===== src/rtl/light_crypto_pkg.sv =====
// Shared widths and the verifier state encoding for the light crypto datapath.
package light_crypto_pkg;

  localparam int LIGHT_BLOCK_W = 640;
  localparam int LIGHT_TAG_W   = 128;
  localparam int LIGHT_BEAT_W  = 64;
  localparam int LIGHT_CNT_W   = 16;
  localparam int LIGHT_BEATS   = LIGHT_BLOCK_W / LIGHT_BEAT_W;

  typedef enum logic [1:0] {
    IDLE,
    CHECK,
    STREAM,
    ERR
  } verify_state_e;

  // Counter width for a given beat count; never narrower than one bit.
  function automatic int beat_cnt_w(input int beats);
    return (beats > 1) ? $clog2(beats) : 1;
  endfunction

endpackage


===== src/rtl/light_block_serializer.sv =====
// Slices a held wide word into DATA_W beats, least-significant beat first,
// with registered val/data/last outputs.
module light_block_serializer
  import light_crypto_pkg::*;
#(
  parameter int BLOCK_W = LIGHT_BLOCK_W,
  parameter int DATA_W  = LIGHT_BEAT_W
) (
  input  logic               clk,
  input  logic               rst,
  input  logic [BLOCK_W-1:0] word,
  input  logic               start,
  output logic [DATA_W-1:0]  out_data,
  output logic               out_val,
  input  logic               out_rdy,
  output logic               out_last,
  output logic               done
);

  localparam int BEATS = BLOCK_W / DATA_W;
  localparam int CW    = beat_cnt_w(BEATS);
  localparam logic [CW-1:0] LAST_IDX = CW'(BEATS - 1);

  logic [CW-1:0]     beat_idx;
  logic [CW-1:0]     next_idx;
  logic [DATA_W-1:0] beat_mux;
  logic              fire;

  assign fire     = out_val && out_rdy;
  assign done     = fire && out_last;
  assign next_idx = start ? '0 : beat_idx + CW'(1);

  always_comb begin
    beat_mux = '0;
    for (int k = 0; k < BEATS; k++) begin
      if (next_idx == CW'(k)) beat_mux = word[k*DATA_W +: DATA_W];
    end
  end

  // Outputs only move on start or acceptance, so they hold under backpressure.
  always_ff @(posedge clk or posedge rst) begin
    if (rst) begin
      beat_idx <= '0;
      out_val  <= 1'b0;
      out_data <= '0;
      out_last <= 1'b0;
    end else if (start) begin
      beat_idx <= '0;
      out_val  <= 1'b1;
      out_data <= beat_mux;
      out_last <= (next_idx == LAST_IDX);
    end else if (fire) begin
      if (out_last) begin
        beat_idx <= '0;
        out_val  <= 1'b0;
        out_data <= '0;
        out_last <= 1'b0;
      end else begin
        beat_idx <= next_idx;
        out_data <= beat_mux;
        out_last <= (next_idx == LAST_IDX);
      end
    end
  end

endmodule


===== src/rtl/light_decrypt_verifier.sv =====
// Joins a decrypted block with its expected tag, compares tags in constant time,
// then streams the plaintext on a match or emits a single error beat on a mismatch.
module light_decrypt_verifier
  import light_crypto_pkg::*;
#(
  parameter int BLOCK_W = LIGHT_BLOCK_W,
  parameter int TAG_W   = LIGHT_TAG_W,
  parameter int DATA_W  = LIGHT_BEAT_W,
  parameter int CNT_W   = LIGHT_CNT_W
) (
  input  logic               clk,
  input  logic               rst,
  input  logic [BLOCK_W-1:0] in_plaintext,
  input  logic [TAG_W-1:0]   in_hmac,
  input  logic               in_val,
  output logic               in_rdy,
  input  logic [TAG_W-1:0]   tag,
  input  logic               tag_val,
  output logic               tag_rdy,
  output logic [DATA_W-1:0]  out_data,
  output logic               out_val,
  input  logic               out_rdy,
  output logic               out_last,
  output logic               out_err,
  output logic               auth_fail,
  output logic [CNT_W-1:0]   fail_count
);

  verify_state_e state, state_n;

  logic               blk_held, tag_held;
  logic [BLOCK_W-1:0] held_pt;
  logic [TAG_W-1:0]   held_hmac, held_tag;
  logic               in_fire, tag_fire;
  logic               match;
  logic               ser_start, ser_val, ser_last, ser_done;
  logic [DATA_W-1:0]  ser_data;
  logic               err_val, err_fire;

  assign in_rdy   = !rst && (state == IDLE) && !blk_held;
  assign tag_rdy  = !rst && (state == IDLE) && !tag_held;
  assign in_fire  = in_val && in_rdy;
  assign tag_fire = tag_val && tag_rdy;
  assign err_fire = err_val && out_rdy;

  // Full-width XOR reduce: every bit participates regardless of where tags differ.
  assign match = ~|(held_hmac ^ held_tag);

  always_ff @(posedge clk or posedge rst) begin
    if (rst) state <= IDLE;
    else     state <= state_n;
  end

  always_comb begin
    state_n = state;
    case (state)
      IDLE:    if ((blk_held || in_fire) && (tag_held || tag_fire)) state_n = CHECK;
      CHECK:   state_n = match ? STREAM : ERR;
      STREAM:  if (ser_done) state_n = IDLE;
      ERR:     if (err_fire) state_n = IDLE;
      default: state_n = IDLE;
    endcase
  end

  always_ff @(posedge clk or posedge rst) begin
    if (rst) begin
      blk_held  <= 1'b0;
      tag_held  <= 1'b0;
      held_pt   <= '0;
      held_hmac <= '0;
      held_tag  <= '0;
    end else begin
      if (in_fire) begin
        blk_held  <= 1'b1;
        held_pt   <= in_plaintext;
        held_hmac <= in_hmac;
      end else if (state == CHECK) begin
        blk_held <= 1'b0;
      end
      if (tag_fire) begin
        tag_held <= 1'b1;
        held_tag <= tag;
      end else if (state == CHECK) begin
        tag_held <= 1'b0;
      end
    end
  end

  // held_pt stays stable through STREAM because no new block is accepted outside IDLE.
  always_ff @(posedge clk or posedge rst) begin
    if (rst) begin
      ser_start  <= 1'b0;
      err_val    <= 1'b0;
      auth_fail  <= 1'b0;
      fail_count <= '0;
    end else begin
      ser_start <= (state == CHECK) && match;
      if ((state == CHECK) && !match) err_val <= 1'b1;
      else if (err_fire)              err_val <= 1'b0;
      if (err_fire) begin
        auth_fail <= 1'b1;
        if (fail_count != '1) fail_count <= fail_count + CNT_W'(1);
      end
    end
  end

  light_block_serializer #(
    .BLOCK_W (BLOCK_W),
    .DATA_W  (DATA_W)
  ) u_serializer (
    .clk      (clk),
    .rst      (rst),
    .word     (held_pt),
    .start    (ser_start),
    .out_data (ser_data),
    .out_val  (ser_val),
    .out_rdy  (out_rdy),
    .out_last (ser_last),
    .done     (ser_done)
  );

  // Serializer data is zero whenever it is idle, so the error beat carries no plaintext.
  assign out_val  = ser_val | err_val;
  assign out_data = ser_data;
  assign out_last = ser_last | err_val;
  assign out_err  = err_val;

endmodule


===== config.mk =====
export PLATFORM = sky130hd
export DESIGN_NAME = light_decrypt_verifier
export DESIGN_NICKNAME = d
export VERILOG_FILES = /design/src/rtl/light_crypto_pkg.sv /design/src/rtl/light_block_serializer.sv /design/src/rtl/light_decrypt_verifier.sv
export SDC_FILE = /design/constraint.sdc
export NUM_CORES = 2
export LEC_CHECK = 0
export CAP_MARGIN = 10
export CORE_AREA = 2 2 382 384
export DETAILED_ROUTE_END_ITERATION = 16
export DIE_AREA = 0 0 384 386
export GPL_TIMING_DRIVEN = 0
export PLACE_DENSITY = 0.5
export SETUP_SLACK_MARGIN = 0.05
export SYNTH_ARGS = -nofsm -noshare
export SYNTH_HDL_FRONTEND = slang
export SYNTH_SLANG_ARGS = --single-unit

===== constraint.sdc =====
create_clock -name clk -period 34 [get_ports clk]
set_input_delay 3.4 -clock clk [delete_from_list [all_inputs] [get_ports clk]]
set_output_delay 3.4 -clock clk [all_outputs]
set_load 0.02 [all_outputs]

**Yosys cells after proc, flatten, opt, wreduce, memory -nomap -nowiden**

Cells that the tools add are included.

- Input bits: 901
- Register bits: 989
- Output and inout port bits: 86
- Word-level logic and storage cells: 96

- $add $sub $neg: 2
- Reductions and logical operators: 28
- Bitwise operators: 3
- Muxes and demuxes: 33
- Eq/ne operators: 16

Operators with widths:

| kind | number |
|---|---|
| 2-to-1 mux 64 bit | 13 |
| OR reduction 128 bit | 1 |
| XOR 128 bit | 1 |
| adder 16 x 1 -> 16 bit, second input constant | 1 |
| equality test 4 x 3 -> 1 bit, second input constant | 4 |
| 2-to-1 mux 4 bit | 4 |
| != test 16 bit, second input constant | 1 |
| 2-to-1 mux 1 bit | 12 |
| logical AND 1 bit | 11 |
| nonzero test 2 bit | 5 |
| equality test 4 x 2 -> 1 bit, second input constant | 2 |
| equality test 4 bit, second input constant | 2 |
| case mux 2 bit (4 select lines) | 1 |
| 2-to-1 mux 2 bit | 3 |
| adder 4 x 1 -> 4 bit, second input constant | 1 |
| equality test 2 bit, second input constant | 2 |
| equality test 4 x 1 -> 1 bit, second input constant | 1 |
| zero test 1 bit | 4 |
| zero test 4 bit | 1 |
| != test 2 bit, second input constant | 2 |
| AND reduction 2 bit | 2 |
| AND reduction 3 bit | 1 |
| equality test 2 x 1 -> 1 bit, second input constant | 1 |
| zero test 2 bit | 1 |
| 3 further kinds | 5 |

**Logic depth before layout (Yosys ltp)**

- Depth after elaboration: 16
- Mapped depth: 10

**Cells and area by module**

From an unflattened synthesis, not the netlist that was laid out.

- Cell total of the unflattened synthesis: 3186
- Area total of the unflattened synthesis: 46189.3 um2

By module, submodules not included:

| module | cells each | sequential area each (um2) | area an instance (um2) | times used |
|---|---|---|---|---|
| light_decrypt_verifier | 2157 | 22997.1 | 38221.7 | 1 |
| light_block_serializer | 1029 | 1751.7 | 7967.6 | 1 |

**Worst setup path after synthesis**

No wires, ideal clock.

- Path kind: input-to-output
- Start point: input rst
- End point: output tag_rdy
- Stages: 1
- Arrival: 4160 ps
- Setup slack: 26440 ps
- Cells stage by stage: nor4_1

- Cells in the longest elaborated chain, start to end: 3

Ends and longest elaborated chain:

| what | RTL line | RTL |
|---|---|---|
| from (decl) | light_decrypt_verifier.sv:12 | `input logic rst,` |
| zero test 1 bit (no line) | n/a |  |
| logical AND 1 bit (2 in series) | light_decrypt_verifier.sv:41 | `assign tag_rdy = !rst && (state == IDLE) && !tag_held;` |
| to (decl) | light_decrypt_verifier.sv:19 | `output logic tag_rdy,` |

No other way between the ends.

**Worst setup path in the final report**

Ends and elaborated chain as after synthesis.

==> flow_summary.ini <==
[yosys]
ys_types = 61
synth_area_mm2 = 0.04296
synth-xor-area-share = 0.02630
ys.flop_type = dfrtp_1
syn_nets = 4111
synthMuxAreaShare = 0.2311
synth_area_leaders = dfrtp_1 (58%), mux2_2 (23%), a22oi_1 (2.6%), xnor2_1 (2.3%), buf_2 (1.4%)
ys_seq_area_frac = 0.5760
netlist.area_leader.share = 0.5760
ys_async_sr_fraction = 1.000
synthCells = 3208
synth.largest_area_cell = dfrtp_1
synthTopCellsByCount = dfrtp_1 (989), mux2_2 (871), a22oi_1 (150), nand2_1 (122), buf_2 (120)
ys_seq_elements = 989
synth_edf_count = 0
synth_adder_area_share = 0.0005824
synth_top_family_by_area = multiplexers
ys_warn_count = 0
syn_area_per_cell_um2 = 13.39
synth_compound_area_frac = 0.09602
synth_simple_gate_area_share = 0.04342
yosysMostFrequentCell = dfrtp_1

[timing]
hold_viol_final = 0
hold_slack_ns = 0.4641
final-setup-viol-count = 0
worst_pin_slew_ns = 1.190
rsz0062_at_grt = no
period_needed_ns = 8.696
drv_slew = 0
fin_skew_ns = 0.03367
max_freq_ghz = 0.1150
fin_crit_sh = 0.2558
relSlewSlack = 0.2021
tns_ns = 0

[worst_setup_path]
worst_ep_required_time_ns = 30.60
rrSetupSlack_ns = 29.86
rr_worst_depth = 10
cp-end-kind = output pin
critical_path_class = in -> out
start_kind = primary input
crit_fanout = 3
critPathArrivalTime_ns = 5.30

[drt]
drc = 0
via_count = 32911
post_drt_wl_per_cell_um = 32.48
wl_mm = 207.9
routed_via_density = 5.142
drtIter0Drc = 2211
ant_nets = 0
firstDrtPassIters = 7

[pwr]
switching_share = 0.2920
intPower_mw = 3.175
pwr_density_cell_mw_per_mm2 = 75.25
comb_power_share = 0.252
switchingPower_mw = 1.309
total_leakage_power_nw = 24.29
ir_worst_vdd_mv = 0.04235
clock_power_share = 0.288
seq_power_share = 0.460

[global_route]
antenna_found_initial = 176
first_global_vias = 33237
use_met1 = 0.3108
grt_pass1_wl_mm = 279.2
grt_max_degree = 120
grt_overflow = 0
top_usage_layer = met2
gr-usage-met3 = 0.1043
grtUsageMet2 = 0.4646
track_usage = 0.2741

[min_path]
min_path_cells = 1
hold_class = reg -> reg

[final_layout]
multi_input_area_mm2 = 0.01708
fin_cells = 6401
syn_to_final_growth_pct = 38.71
nets = 5225
seqCellArea_mm2 = 0.02475
fillers = 13901
final_area_mm2 = 0.05959
drive_gt1_frac = 0.2747
post-route-util = 0.4124

[die]
start_util = 0.2973
dieWidth_um = 384
core_area_mm2 = 0.1445
ios = 987
die_h_um = 386
row_count = 140
die_area_mm2 = 0.1482

[outcome]
outcome = complete, no violations

[place]
dp_cells = 6121
placement.cell_area_mm2 = 0.05554
io_buffers = 985
globalplace.congestion = 0.8921
dp.final_hpwl_mm = 166.1

[clock_network]
htree_levels = 3
cts_sinks = 989
post-cts-setup-buffers = 0
cts-root-buf = clkbuf_16
numCtsBuffers = 116
insertion_delay_ns = 0.74
cts_tree = built
hold_buffers = 0
clk_pin_slew_ns = 0.06
cts_resized = 0
clockBufferDepth = 3

[run]
maxCapViolCount = 0
==> logic make-up (layout without fill, tap and decap cells) <==
group | Yosys count | in the layout
buf+inv | 253 | 1461
mux | 883 | 883
compound gates | 575 | 575
simple gates | 377 | 377
flops | 989 | 989
xor+xnor | 129 | 129
other cells | 0 | 68
fa+ha+maj | 2 | 2
==> worst paths after layout <==
kind,startpoint,endpoint
max,rst,tag_rdy
min,auth_fail,auth_fail
max reg2reg,u_serializer.beat_idx[0],u_serializer.out_data[6]
min reg2reg,auth_fail,auth_fail
max in group asynchronous,rst,held_pt[452]
min in group asynchronous,rst,held_hmac[4]
==> final cells by class <==
cell class,count,share of cell area
sequential,989,0.4153
buffer,220,0.01707
timing repair buffer,996,0.1705
multi-input combinational,1966,0.2866
inverter,33,0.002205
tap,1917,0.04025
clock buffer,179,0.05805
clock inverter,33,0.007180
antenna,68,0.002855
==> registers in the layout, indices dropped and copies added, names as in the netlist, 2 cells and up <==
name	cells
u_serializer.beat_idx	4
held_tag	128
u_serializer.out_data	64
held_pt	640
fail_count	16
state	2
held_hmac	128
==> power by group through the flow <==
stage | sequential, mW | combinational [mW] | clock (mW)
after floorplan | 1.98 | 0.805 | 0
after global placement | 2.08 | 1.12 | 0
after detailed placement | 2.08 | 1.14 | 0
after CTS | 2.06 | 1.15 | 1.32
after global routing | 2.13 | 1.22 | 1.37
final | 2.06 | 1.13 | 1.29
==> layout by cell type (no fill, tap or decap), types with 113 or more instances in the layout <==
cell type	instances
a22oi_1	150
clkdlybuf4s50_1	985
dfrtp_1	989
clkbuf_1	117
o21ai_0	118
mux2_2	871
nand2_1	122
clkbuf_16	116
xnor2_1	113
buf_2	120
==> stage by stage <==
stage	power (mW)	worst slack [ns]
5_1_grt	4.721	25.26
6_report	4.485	25.30
3_3_place_gp	3.200	-11.96
2_1_floorplan	2.785	2.776
3_5_place_dp	3.225	25.22
4_1_cts	4.530	25.22
==> per-layer routing <==
layer | vias to the layer above | routed length (um)
li1 | 14221 | -
met1 | 16954 | 77680
met2 | 1143 | 102900
met3 | 433 | 19430
met4 | 160 | 6908
met5 | - | 966
==> worst max-delay path: stages <==
cell	delay, ns
clkdlybuf4s50_1	0.56
nor4_1	0.47
clkdlybuf4s50_1	0.85
No activity file was read; power rests on OpenSTA's default activity.
